[config.mk]
export PLATFORM = sky130hd
export DESIGN_NAME = tl_controller
export DESIGN_NICKNAME = d
export VERILOG_FILES = /design/src/rtl/tl_controller.sv
export SDC_FILE = /design/constraint.sdc
export NUM_CORES = 1
export LEC_CHECK = 0
export CAP_MARGIN = 20
export CELL_PAD_IN_SITES_DETAIL_PLACEMENT = 0
export CELL_PAD_IN_SITES_GLOBAL_PLACEMENT = 1
export CORE_AREA = 5 5 58 60
export CTS_CLUSTER_SIZE = 8
export DETAILED_ROUTE_END_ITERATION = 8
export DIE_AREA = 0 0 63 65
export PLACE_DENSITY_LB_ADDON = 0.1
export SETUP_SLACK_MARGIN = 0.1
export SYNTH_ARGS = -nofsm -noshare
export SYNTH_HDL_FRONTEND = slang
export SYNTH_SLANG_ARGS = --single-unit
[constraint.sdc]
create_clock -name clk_i -period 1.7 [get_ports clk_i]
set_input_delay 0.34 -clock clk_i [delete_from_list [all_inputs] [get_ports clk_i]]
set_output_delay 0.34 -clock clk_i [all_outputs]
set_load 0.02 [all_outputs]
[src/rtl/tl_controller.sv]
// -----------------------------------------------------------------------------
// tl_controller
//
// Traffic-light sequencer for one car/pedestrian crossing. It drives an
// external down-counter. On every state entry it issues a one-cycle load with
// that state's dwell value. It advances when the counter reports zero outside
// a load cycle. Every output is a flop.
//
// Optional feature macro: TL_NIGHT_BLINK_EN
//   Adds the night_i input and a BLINK state in which the car yellow lamp
//   flashes. When the macro is undefined, the behaviour matches the macro
//   build with night_i tied low.
//
// Ports
//   clk_i        clock
//   rst_ni       asynchronous active-low reset
//   ped_btn_i    pedestrian button (asynchronous, active-high)
//   night_i      night-mode request (asynchronous, macro build only)
//   zero_i       counter zero flag
//   load_o       counter load strobe (one cycle per state entry)
//   duration_o   dwell value for the counter (holds between loads)
//   car_*_o      car lamps
//   ped_red_o    pedestrian red lamp
//   ped_green_o  pedestrian green lamp
//   ped_wait_o   pedestrian request pending
// -----------------------------------------------------------------------------
module tl_controller #(
    parameter int unsigned      WIDTH    = 16,
    parameter logic [WIDTH-1:0] GREEN_T  = 16'd24999,
    parameter logic [WIDTH-1:0] YELLOW_T = 16'd9999,
    parameter logic [WIDTH-1:0] CLEAR_T  = 16'd4999,
    parameter logic [WIDTH-1:0] WALK_T   = 16'd19999,
    parameter logic [WIDTH-1:0] BLINK_T  = 16'd2499
) (
    input  logic             clk_i,
    input  logic             rst_ni,
    input  logic             ped_btn_i,
`ifdef TL_NIGHT_BLINK_EN
    input  logic             night_i,
`endif
    input  logic             zero_i,
    output logic             load_o,
    output logic [WIDTH-1:0] duration_o,
    output logic             car_red_o,
    output logic             car_yellow_o,
    output logic             car_green_o,
    output logic             ped_red_o,
    output logic             ped_green_o,
    output logic             ped_wait_o
);

    typedef enum logic [2:0] {
        ST_GREEN     = 3'd0,
        ST_YELLOW    = 3'd1,
        ST_RED_CLEAR = 3'd2,
        ST_WALK      = 3'd3,
        ST_PED_CLEAR = 3'd4
`ifdef TL_NIGHT_BLINK_EN
        ,ST_BLINK    = 3'd5
`endif
    } state_e;

    // Lamp vector order: {car_red, car_yellow, car_green, ped_red, ped_green}
    localparam logic [4:0] LAMPS_GREEN   = 5'b00110;
    localparam logic [4:0] LAMPS_YELLOW  = 5'b01010;
    localparam logic [4:0] LAMPS_ALL_RED = 5'b10010;
    localparam logic [4:0] LAMPS_WALK    = 5'b10001;

    // Dwell value loaded into the counter on entry to a state.
    function automatic logic [WIDTH-1:0] dwell_of(input state_e s);
        logic [WIDTH-1:0] d;
        case (s)
            ST_GREEN:     d = GREEN_T;
            ST_YELLOW:    d = YELLOW_T;
            ST_RED_CLEAR: d = CLEAR_T;
            ST_WALK:      d = WALK_T;
            ST_PED_CLEAR: d = CLEAR_T;
`ifdef TL_NIGHT_BLINK_EN
            ST_BLINK:     d = BLINK_T;
`endif
            default:      d = CLEAR_T;
        endcase
        return d;
    endfunction

    state_e           state_q, state_d;
    logic             load_q, load_d;
    logic [WIDTH-1:0] dur_q, dur_d;
    logic [4:0]       lamps_q, lamps_d;
    logic             req_q, req_d;
    logic             btn_meta_q, btn_sync_q, btn_prev_q;
    logic             btn_rise_s;
    logic             dwell_end_s;
    logic             req_clr_s;

`ifdef TL_NIGHT_BLINK_EN
    logic             night_meta_q, night_sync_q;
    logic             night_flag_q, night_flag_d;
    logic             blink_on_q, blink_on_d;
`else
    logic             unused_blink_t_s;
    assign unused_blink_t_s = ^BLINK_T;
`endif

    // The counter still shows its previous value during the load cycle.
    // zero_i is therefore only trusted when no load is in flight.
    assign dwell_end_s = zero_i & ~load_q;
    assign btn_rise_s  = btn_sync_q & ~btn_prev_q;

    // Next state, counter load, request latch and lamp decode.
    always_comb begin
        state_d   = state_q;
        load_d    = 1'b0;
        dur_d     = dur_q;
        req_d     = req_q;
        req_clr_s = 1'b0;
        lamps_d   = LAMPS_ALL_RED;
`ifdef TL_NIGHT_BLINK_EN
        night_flag_d = night_flag_q;
        blink_on_d   = blink_on_q;
`endif

        if (dwell_end_s) begin
            case (state_q)
                ST_GREEN: begin
`ifdef TL_NIGHT_BLINK_EN
                    night_flag_d = night_sync_q;
                    if (req_q || night_sync_q) begin
`else
                    if (req_q) begin
`endif
                        state_d = ST_YELLOW;
                    end else begin
                        state_d = ST_GREEN;
                    end
                end
                ST_YELLOW:    state_d = ST_RED_CLEAR;
                ST_RED_CLEAR: begin
`ifdef TL_NIGHT_BLINK_EN
                    if (night_flag_q) begin
                        state_d    = ST_BLINK;
                        blink_on_d = 1'b1;
                    end else begin
                        state_d = ST_WALK;
                    end
`else
                    state_d = ST_WALK;
`endif
                end
                ST_WALK:      state_d = ST_PED_CLEAR;
                ST_PED_CLEAR: state_d = ST_GREEN;
`ifdef TL_NIGHT_BLINK_EN
                ST_BLINK: begin
                    if (night_sync_q) begin
                        state_d    = ST_BLINK;
                        blink_on_d = ~blink_on_q;
                    end else begin
                        state_d = ST_PED_CLEAR;
                    end
                end
`endif
                default:      state_d = ST_PED_CLEAR;
            endcase
            // Every dwell end is a state entry, including a re-entry.
            load_d    = 1'b1;
            dur_d     = dwell_of(state_d);
            req_clr_s = (state_d == ST_WALK);
        end else begin
            state_d   = state_q;
            load_d    = 1'b0;
            dur_d     = dur_q;
            req_clr_s = 1'b0;
        end

`ifdef TL_NIGHT_BLINK_EN
        // Requests are discarded while blinking.
        req_clr_s = req_clr_s | (state_q == ST_BLINK) | (state_d == ST_BLINK);
`endif

        // On WALK entry the clear wins over a simultaneous button edge.
        if (req_clr_s) begin
            req_d = 1'b0;
        end else if (btn_rise_s) begin
            req_d = 1'b1;
        end else begin
            req_d = req_q;
        end

        case (state_d)
            ST_GREEN:     lamps_d = LAMPS_GREEN;
            ST_YELLOW:    lamps_d = LAMPS_YELLOW;
            ST_RED_CLEAR: lamps_d = LAMPS_ALL_RED;
            ST_WALK:      lamps_d = LAMPS_WALK;
            ST_PED_CLEAR: lamps_d = LAMPS_ALL_RED;
`ifdef TL_NIGHT_BLINK_EN
            ST_BLINK:     lamps_d = {1'b0, blink_on_d, 3'b000};
`endif
            default:      lamps_d = LAMPS_ALL_RED;
        endcase
    end

    // State, counter handshake, lamps, request latch and button synchronizer.
    always_ff @(posedge clk_i or negedge rst_ni) begin
        if (!rst_ni) begin
            state_q    <= ST_PED_CLEAR;
            load_q     <= 1'b1;
            dur_q      <= CLEAR_T;
            lamps_q    <= LAMPS_ALL_RED;
            req_q      <= 1'b0;
            btn_meta_q <= 1'b0;
            btn_sync_q <= 1'b0;
            btn_prev_q <= 1'b0;
        end else begin
            state_q    <= state_d;
            load_q     <= load_d;
            dur_q      <= dur_d;
            lamps_q    <= lamps_d;
            req_q      <= req_d;
            btn_meta_q <= ped_btn_i;
            btn_sync_q <= btn_meta_q;
            btn_prev_q <= btn_sync_q;
        end
    end

`ifdef TL_NIGHT_BLINK_EN
    // Night request synchronizer, captured night flag and blink phase.
    always_ff @(posedge clk_i or negedge rst_ni) begin
        if (!rst_ni) begin
            night_meta_q <= 1'b0;
            night_sync_q <= 1'b0;
            night_flag_q <= 1'b0;
            blink_on_q   <= 1'b0;
        end else begin
            night_meta_q <= night_i;
            night_sync_q <= night_meta_q;
            night_flag_q <= night_flag_d;
            blink_on_q   <= blink_on_d;
        end
    end
`endif

    assign load_o       = load_q;
    assign duration_o   = dur_q;
    assign car_red_o    = lamps_q[4];
    assign car_yellow_o = lamps_q[3];
    assign car_green_o  = lamps_q[2];
    assign ped_red_o    = lamps_q[1];
    assign ped_green_o  = lamps_q[0];
    assign ped_wait_o   = req_q;

endmodule
### Word level (Yosys, flattened, before mapping)

Index checks and enable logic that the tools add are counted.

* word-level logic and storage cells: 33
* output and inout port bits: 23
* input port bits: 4
* bits in registers: 29

* equality and inequality tests: 7
* mux-type cells: 10
* bitwise logic cells: 4
* reductions and logical operators: 4

Operator list (count)
* $pmux 15 s3: 1
* $pmux 5 s3: 1
* $pmux 3 s4: 1
* $eq 3x1->1 const B: 3
* $eq 3x2->1 const B: 3
* $logic_not 3->1: 3
* $mux 3: 2
* $mux 1: 5
* $eq 3x3->1 const B: 1
* $and 1x1->1: 2
* $not 1->1: 2
* $reduce_bool 2->1: 1

### Depth between registers and ports, before layout

Gate-level depths: netlist of the first run.

* word-level depth: 6
* gate-level depth with buffers: 4
* depth with buffers taken out: 4

### Worst setup path before layout of the first run

OpenSTA, ideal clock, no wires.

* path type: reg-to-reg
* start: reg load_q, in the netlist load_o
* end: reg req_q, in the netlist ped_wait_o
* arrival time: 1.298 ns
* slack: 0.318 ns
* library setup time: 0.084 ns
* required time: 1.616 ns
* period minus slack after synthesis: 1.382 ns
* buffers on the path: 0
* cell stages (with the launch flop): 5
* path through: dfstp_2 nand2b_1 clkinv_1 nand3_1 a21boi_0

* cells in the longest elaborated chain, start to end: 4
* elaborated cells on any way between the ends: 5
* classes of those cells: 2 x mux; 2 x bitwise; 1 x reduce/logical

RTL lines
* start, declared: line 87 `logic load_q, load_d;`
* start signal, assigned: line 215 `load_q <= load_d;`
* $not 1->1 *: line 107 `assign dwell_end_s = zero_i & ~load_q;`
* $and 1x1->1 *: line 107
* named net dwell_end_s: line 93 `logic dwell_end_s;`
* $mux 1 *: line 123 `if (dwell_end_s) begin`
* $mux 1 / $reduce_bool 2->1 (equally long branches)
* end signal, assigned: line 218 `req_q <= req_d;`
* end, declared: line 90 `logic req_q, req_d;`

Mark *: on every way through the listed nets, which the timed path passes. The rest lies on a longest branch.
A chain may end at the register's enable or synchronous reset.

### Worst setup path after layout of the first run

* start: reg load_q, in the netlist load_o
* end: out load_o

RTL lines
* end, declared: line 42 `output logic load_o,`

No word-level cell between the ends.

==> flow_summary.yaml, run 1 <==
outcome:
  status: "completed"
cts:
  worstSkewPairLatency_ns: 0.30
  clockBufferDepth: 2
  post_cts_buffers: 0
  clockRootBuffer: "clkbuf_4"
  htree_levels: 1
  cts_sinks: 22
  holdBufCountCts: 0
  cts_tree: "built"
  numCtsBuffers: 3
  clkSlewWorstSetupHoldPaths_ns: 0.13
worst_setup_path:
  cp_cell_sequence: "dlygate4sd2_1"
  cp_data_required_time_ns: 1.36
  cp-startpoint: "load_o"
  critical_path_depth: 1
  endpoint_kind: "output pin"
  cp_top_family: "flip-flops"
  critPathArrivalTime_ns: 1.19
  crit_type: "register to output pin"
  slowest_delay_ns: 0.56
  startpoint_type: "register"
  path_max_fanout: 3
  slowest_stage: "dfstp_2"
  rr_startpoint: "load_o"
  reg2reg_depth: 4
  path_buf_inv: 1
job:
  cap_violations: 0
global_route:
  grt_pass1_wl_mm: 2.86
  overflow: 0
  antenna_found_initial: 0
  track_usage_pct: 8.94
  grt_max_degree: 23
  grt_pass1_vias: 641
synthesis:
  yosys.area.top_type_share_pct: 39.0
  post-synth-top-area-cell: "dfrtp_1"
  ys_warn_count: 0
  ys_seq_area_share_pct: 62.4
  avgSynthCellArea_um2: 11.0
  ys_types: 27
  syn_area_um2: 898
  synth_area_leaders: "dfrtp_1, dfstp_2, buf_4, nand2_1, a21oi_1"
  synth_seq_cells: 22
  synth_cells: 82
sta:
  rsz0062_at_grt: "false"
  period_share_pct: 90.1
  skew_ns: 0.00433
  whs_ns: 0.364
  final_max_slew_viol_count: 0
  hold_violations: 0
  tns_ns: 0
  fin_ws_ns: 0.169
  setup_viol: 0
  max_freq_mhz: 653
  layout_min_cycle_time_ns: 1.53
place:
  portBuffers: 21
  dp_hpwl_mm: 1.18
  post-place-ws_ns: -0.0667
  gp_congestion: 0.752
  placed_cell_area_um2: 1120
finish:
  drive_gt1_share_pct: 19.2
  fillers: 297
  antenna_cells: 0
  final_nets: 109
  area_growth_pct: 27.9
  finalInstanceArea_um2: 1150
route:
  wl_met1_um: 833
  dr_wl_met3_um: 100
  topRoutingLayerUsed: "met4"
  wire_per_inst_um: 12.4
  met2WireLength_um: 742
  vias: 604
  drc: 0
  ant_nets: 0
  routed_via_density: 4.41
  drt_first_pass_iters: 4
  drt_iter0_markers: 9
  wirelength_mm: 1.69
hold_path:
  hold_depth: 0
  worst_hold_startpoint: "btn_meta_q"
  hold_path_class: "register to register"
floorplan:
  ios: 27
  die_height_um: 65
  die_area_um2: 4100
  die_w_um: 63
  initial_core_util_pct: 31.2
  rows: 20
  core_area_um2: 2880
power_and_ir_drop:
  p_leak_nw: 0.585
  ir_drop_uv: 645
  power_density_nw_per_um2: 1800
  p_total_w: 0.00207
synthesized netlist by cell type (all sizes together):
| cell type | n |
|---|---|
| a211oi | 1 |
| a21boi | 1 |
| a21o | 2 |
| a21oi | 4 |
| a31oi | 1 |
| and3 | 1 |
| buf | 8 |
| clkbuf | 3 |
| clkinv | 1 |
| conb | 2 |
| dfrtp | 14 |
| dfstp | 8 |
| inv | 2 |
| nand2 | 12 |
| nand2b | 2 |
| nand3 | 2 |
| nor2 | 5 |
| nor3 | 1 |
| o211ai | 1 |
| o21a | 2 |
| o21ai | 4 |
| o31ai | 2 |
| or2 | 1 |
| or3b | 1 |
| xnor2 | 1 |
placed cells by master (no fill, tap or decap), types with 3 or more instances in the layout:
cell	n
dfrtp_1	14
dlygate4sd2_1	15
a21oi_1	4
buf_4	5
conb_1	5
clkdlybuf4s50_1	3
nor2_1	5
dfstp_2	8
o21ai_0	4
clkbuf_4	3
dlymetal6s2s_1	3
nand2_1	12
cell type report:
cell class                      count  area (µm²)  share of cell area (%)
Multi-Input combinational cell     49         263                    22.9
Tap cell                           33        41.3                    3.59
Clock buffer                        4        36.3                    3.16
Timing Repair Buffer               26         236                    20.6
Inverter                            3        11.3                   0.980
Sequential cell                    22         561                    48.8
flip-flops by register name, indices dropped and copies added (netlist names):
| signal | count |
|---|---|
| btn_meta_q | 1 |
| btn_prev_q | 1 |
| btn_sync_q | 1 |
| duration_o | 9 |
| lamps_q | 5 |
| load_o | 1 |
| ped_wait_o | 1 |
| state_q | 3 |
through the flow:
step | util [%] | std cells
final | 39.9 | 137
after global routing | 39.9 | 137
after CTS | 39.7 | 137
after detailed placement | 39.0 | 133
after global placement | 39.0 | 133
after floorplan | - | 85
where the power goes:
part / internal [W] / switching (W)
Clock: 0.000131 / 0.000161
Sequential: 0.000768 / 0.000134
Combinational: 0.000362 / 0.000513
Total: 0.00126 / 0.000808
final timing paths:
kind                                   to  slack [ns]
min in group asynchronous  duration_o[13]        0.37
max reg2reg                    ped_wait_o        0.38
max                                load_o        0.17
min reg2reg                    btn_sync_q        0.36
min                            btn_sync_q        0.36
max in group asynchronous   duration_o[9]        1.05
logic make-up (layout without fill, tap and decap cells):
| group | Yosys count | after routing | synth area share, % |
|---|---|---|---|
| and+or+nand+nor | 25 | 25 | 12.8 |
| DFF | 22 | 22 | 62.4 |
| AOI/OAI and AO/OA | 18 | 18 | 13.4 |
| buffers and inverters | 14 | 33 | 9.61 |
| other | 2 | 5 | 0.836 |
| xor gates and xnor gates | 1 | 1 | 0.975 |
routing by layer:
layer	global-route usage [%]	up-vias
met1	11.4	280
met5	0	-
met3	2.77	2
met2	12.9	17
li1	-	305
met4	5.84	0
timing repair:
| item | in CTS | in global routing |
|---|---|---|
| resized for setup | 15 | 3 |
| setup endpoints to repair | 15 | 3 |
| pin swaps | 0 | 0 |
| cloned | 0 | 0 |
Note: power is estimated with default switching activity, not from simulation.
==> inputs of run 2 (changes only) <==
--- a/config.mk
+++ b/config.mk
@@ -14,2 +14,3 @@
 export DIE_AREA = 0 0 63 65
+export HOLD_SLACK_MARGIN = 0.03
 export PLACE_DENSITY_LB_ADDON = 0.1
==> constraint.sdc (replaced) <==
create_clock -name clk_i -period 1.7 [get_ports clk_i]
set_input_delay 0.255 -clock clk_i [delete_from_list [all_inputs] [get_ports clk_i]]
set_output_delay 0.255 -clock clk_i [all_outputs]
set_load 0.02 [all_outputs]
==> flow_summary.yaml, run 2 (synthesis results as in run 1) <==
sta:
  layout_min_cycle_time_ns: 1.52
  period_share_pct: 89.7
  hold_violations: 0
  rsz0062_at_grt: "false"
  tns_ns: 0
  final_max_slew_viol_count: 0
  setup_viol: 0
  skew_ns: 0.000797
  max_freq_mhz: 656
cts:
  clkSlewWorstSetupHoldPaths_ns: 0.12
  holdBufCountCts: 0
  numCtsBuffers: 3
  clockBufferDepth: 2
  post_cts_buffers: 0
  clockRootBuffer: "clkbuf_4"
  worstSkewPairLatency_ns: 0.30
  cts_tree: "built"
  htree_levels: 1
  cts_sinks: 22
route:
  drt_iter0_markers: 18
  wirelength_mm: 1.74
  drc: 0
  wire_per_inst_um: 12.8
  drt_first_pass_iters: 3
  ant_nets: 0
  vias: 603
  routed_via_density: 4.43
job:
  cap_violations: 0
power_and_ir_drop:
  p_leak_nw: 0.586
  power_density_nw_per_um2: 1840
  ir_drop_uv: 773
finish:
  antenna_cells: 0
  drive_gt1_share_pct: 18.4
  layout_commonest_cell: "dfrtp_1"
  final_cell_mix: "dfrtp_1, nand2_1, dfstp_2, clkdlybuf4s50_1, dlygate4sd2_1"
  final_nets: 108
  area_growth_pct: 28.6
  largest_reg_flops: 9
  fillers: 291
  final_util_pct: 40.1
floorplan:
  ios: 27
  die_height_um: 65
  rows: 20
  initial_core_util_pct: 31.2
  core_area_um2: 2880
  die_w_um: 63
  die_area_um2: 4100
place:
  gp_congestion: 0.748
  dp_hpwl_mm: 1.21
  portBuffers: 21
global_route:
  grt_pass1_wl_mm: 2.98
  track_usage_pct: 9.34
  antenna_found_initial: 0
  overflow: 0
  grt_pass1_vias: 643
  grt_max_degree: 23
worst_setup_path:
  crit_type: "register to output pin"
  startpoint_type: "register"
  cp_top_family: "buffers and inverters"
  critPathArrivalTime_ns: 1.27
  path_buf_inv: 1
  endpoint_kind: "output pin"
  path_max_fanout: 2
  slowest_delay_ns: 0.60
  slowest_stage: "clkdlybuf4s50_1"
  cp_data_required_time_ns: 1.44
  cp_cell_sequence: "clkdlybuf4s50_1"
hold_path:
  hold_path_class: "input port to async pin"
outcome:
  status: "completed"
==> run 2: cell count changes in the layout (fill, tap and decap cells not counted) <==
cell	before	now
buf_4	5	4
clkdlybuf4s50_1	3	8
dlymetal6s2s_1	3	5
dlygate4sd2_1	15	8
==> run 2: cell type report <==
type                    count  area [µm²]  area share [%]
well taps                  33        41.3            3.58
repair buffers             25         243            21.0
flip-flops and latches     22         561            48.5
inverters                   3        11.3           0.975
clock buffers               4        36.3            3.14
multi-input cells          49         263            22.8
==> run 2: worst paths after layout <==
kind / start / to / slack, ns / depth (start not counted)
max: duration_o[13] / duration_o[13] / 0.18 / 1
min: rst_ni / duration_o[14] / 0.28 / 2
max reg2reg: state_q[0] / state_q[0] / 0.35 / 3
min reg2reg: btn_meta_q / btn_sync_q / 0.37 / 0
max in group asynchronous: rst_ni / lamps_q[4] / 1.14 / 2
min in group clk_i: btn_meta_q / btn_sync_q / 0.37 / 0
==> run 2: power breakdown <==
group	internal (W)	switching, W
registers	0.000768	0.000139
clock network	0.000131	0.000153
logic	0.000411	0.000517
total	0.00131	0.000809
==> run 2: metrics by stage <==
step / hold slack (ns) / cell area [µm²] / power [W] / setup slack (ns) / instances
finish: 0.278 / 1150 / 0.00212 / 0.175 / 136
global route: 0.301 / 1150 / 0.00228 / 0.121 / 136
CTS: 0.278 / 1140 / 0.00217 / 0.114 / 136
detailed placement: 0.341 / 1120 / 0.00193 / 0.00574 / 132
global placement: 0.335 / 1120 / 0.00193 / 0.0737 / 132
floorplan: -0.0406 / 910 / 0.00151 / 0.318 / 85
==> run 2: routing by layer <==
| layer | vias up | part of all wire, % | global-route usage, % |
|---|---|---|---|
| met5 | - | 0 | 0 |
| met4 | 0 | 1.1 | 2.39 |
| met3 | 2 | 8.3 | 4.68 |
| met2 | 20 | 45 | 15.6 |
| met1 | 282 | 45 | 10.5 |
| li1 | 299 | - | - |
==> run 2: timing repair <==
action	in CTS	in global routing
pin swaps	0	0
endpoints found under the setup margin	8	5
resized for setup	8	5
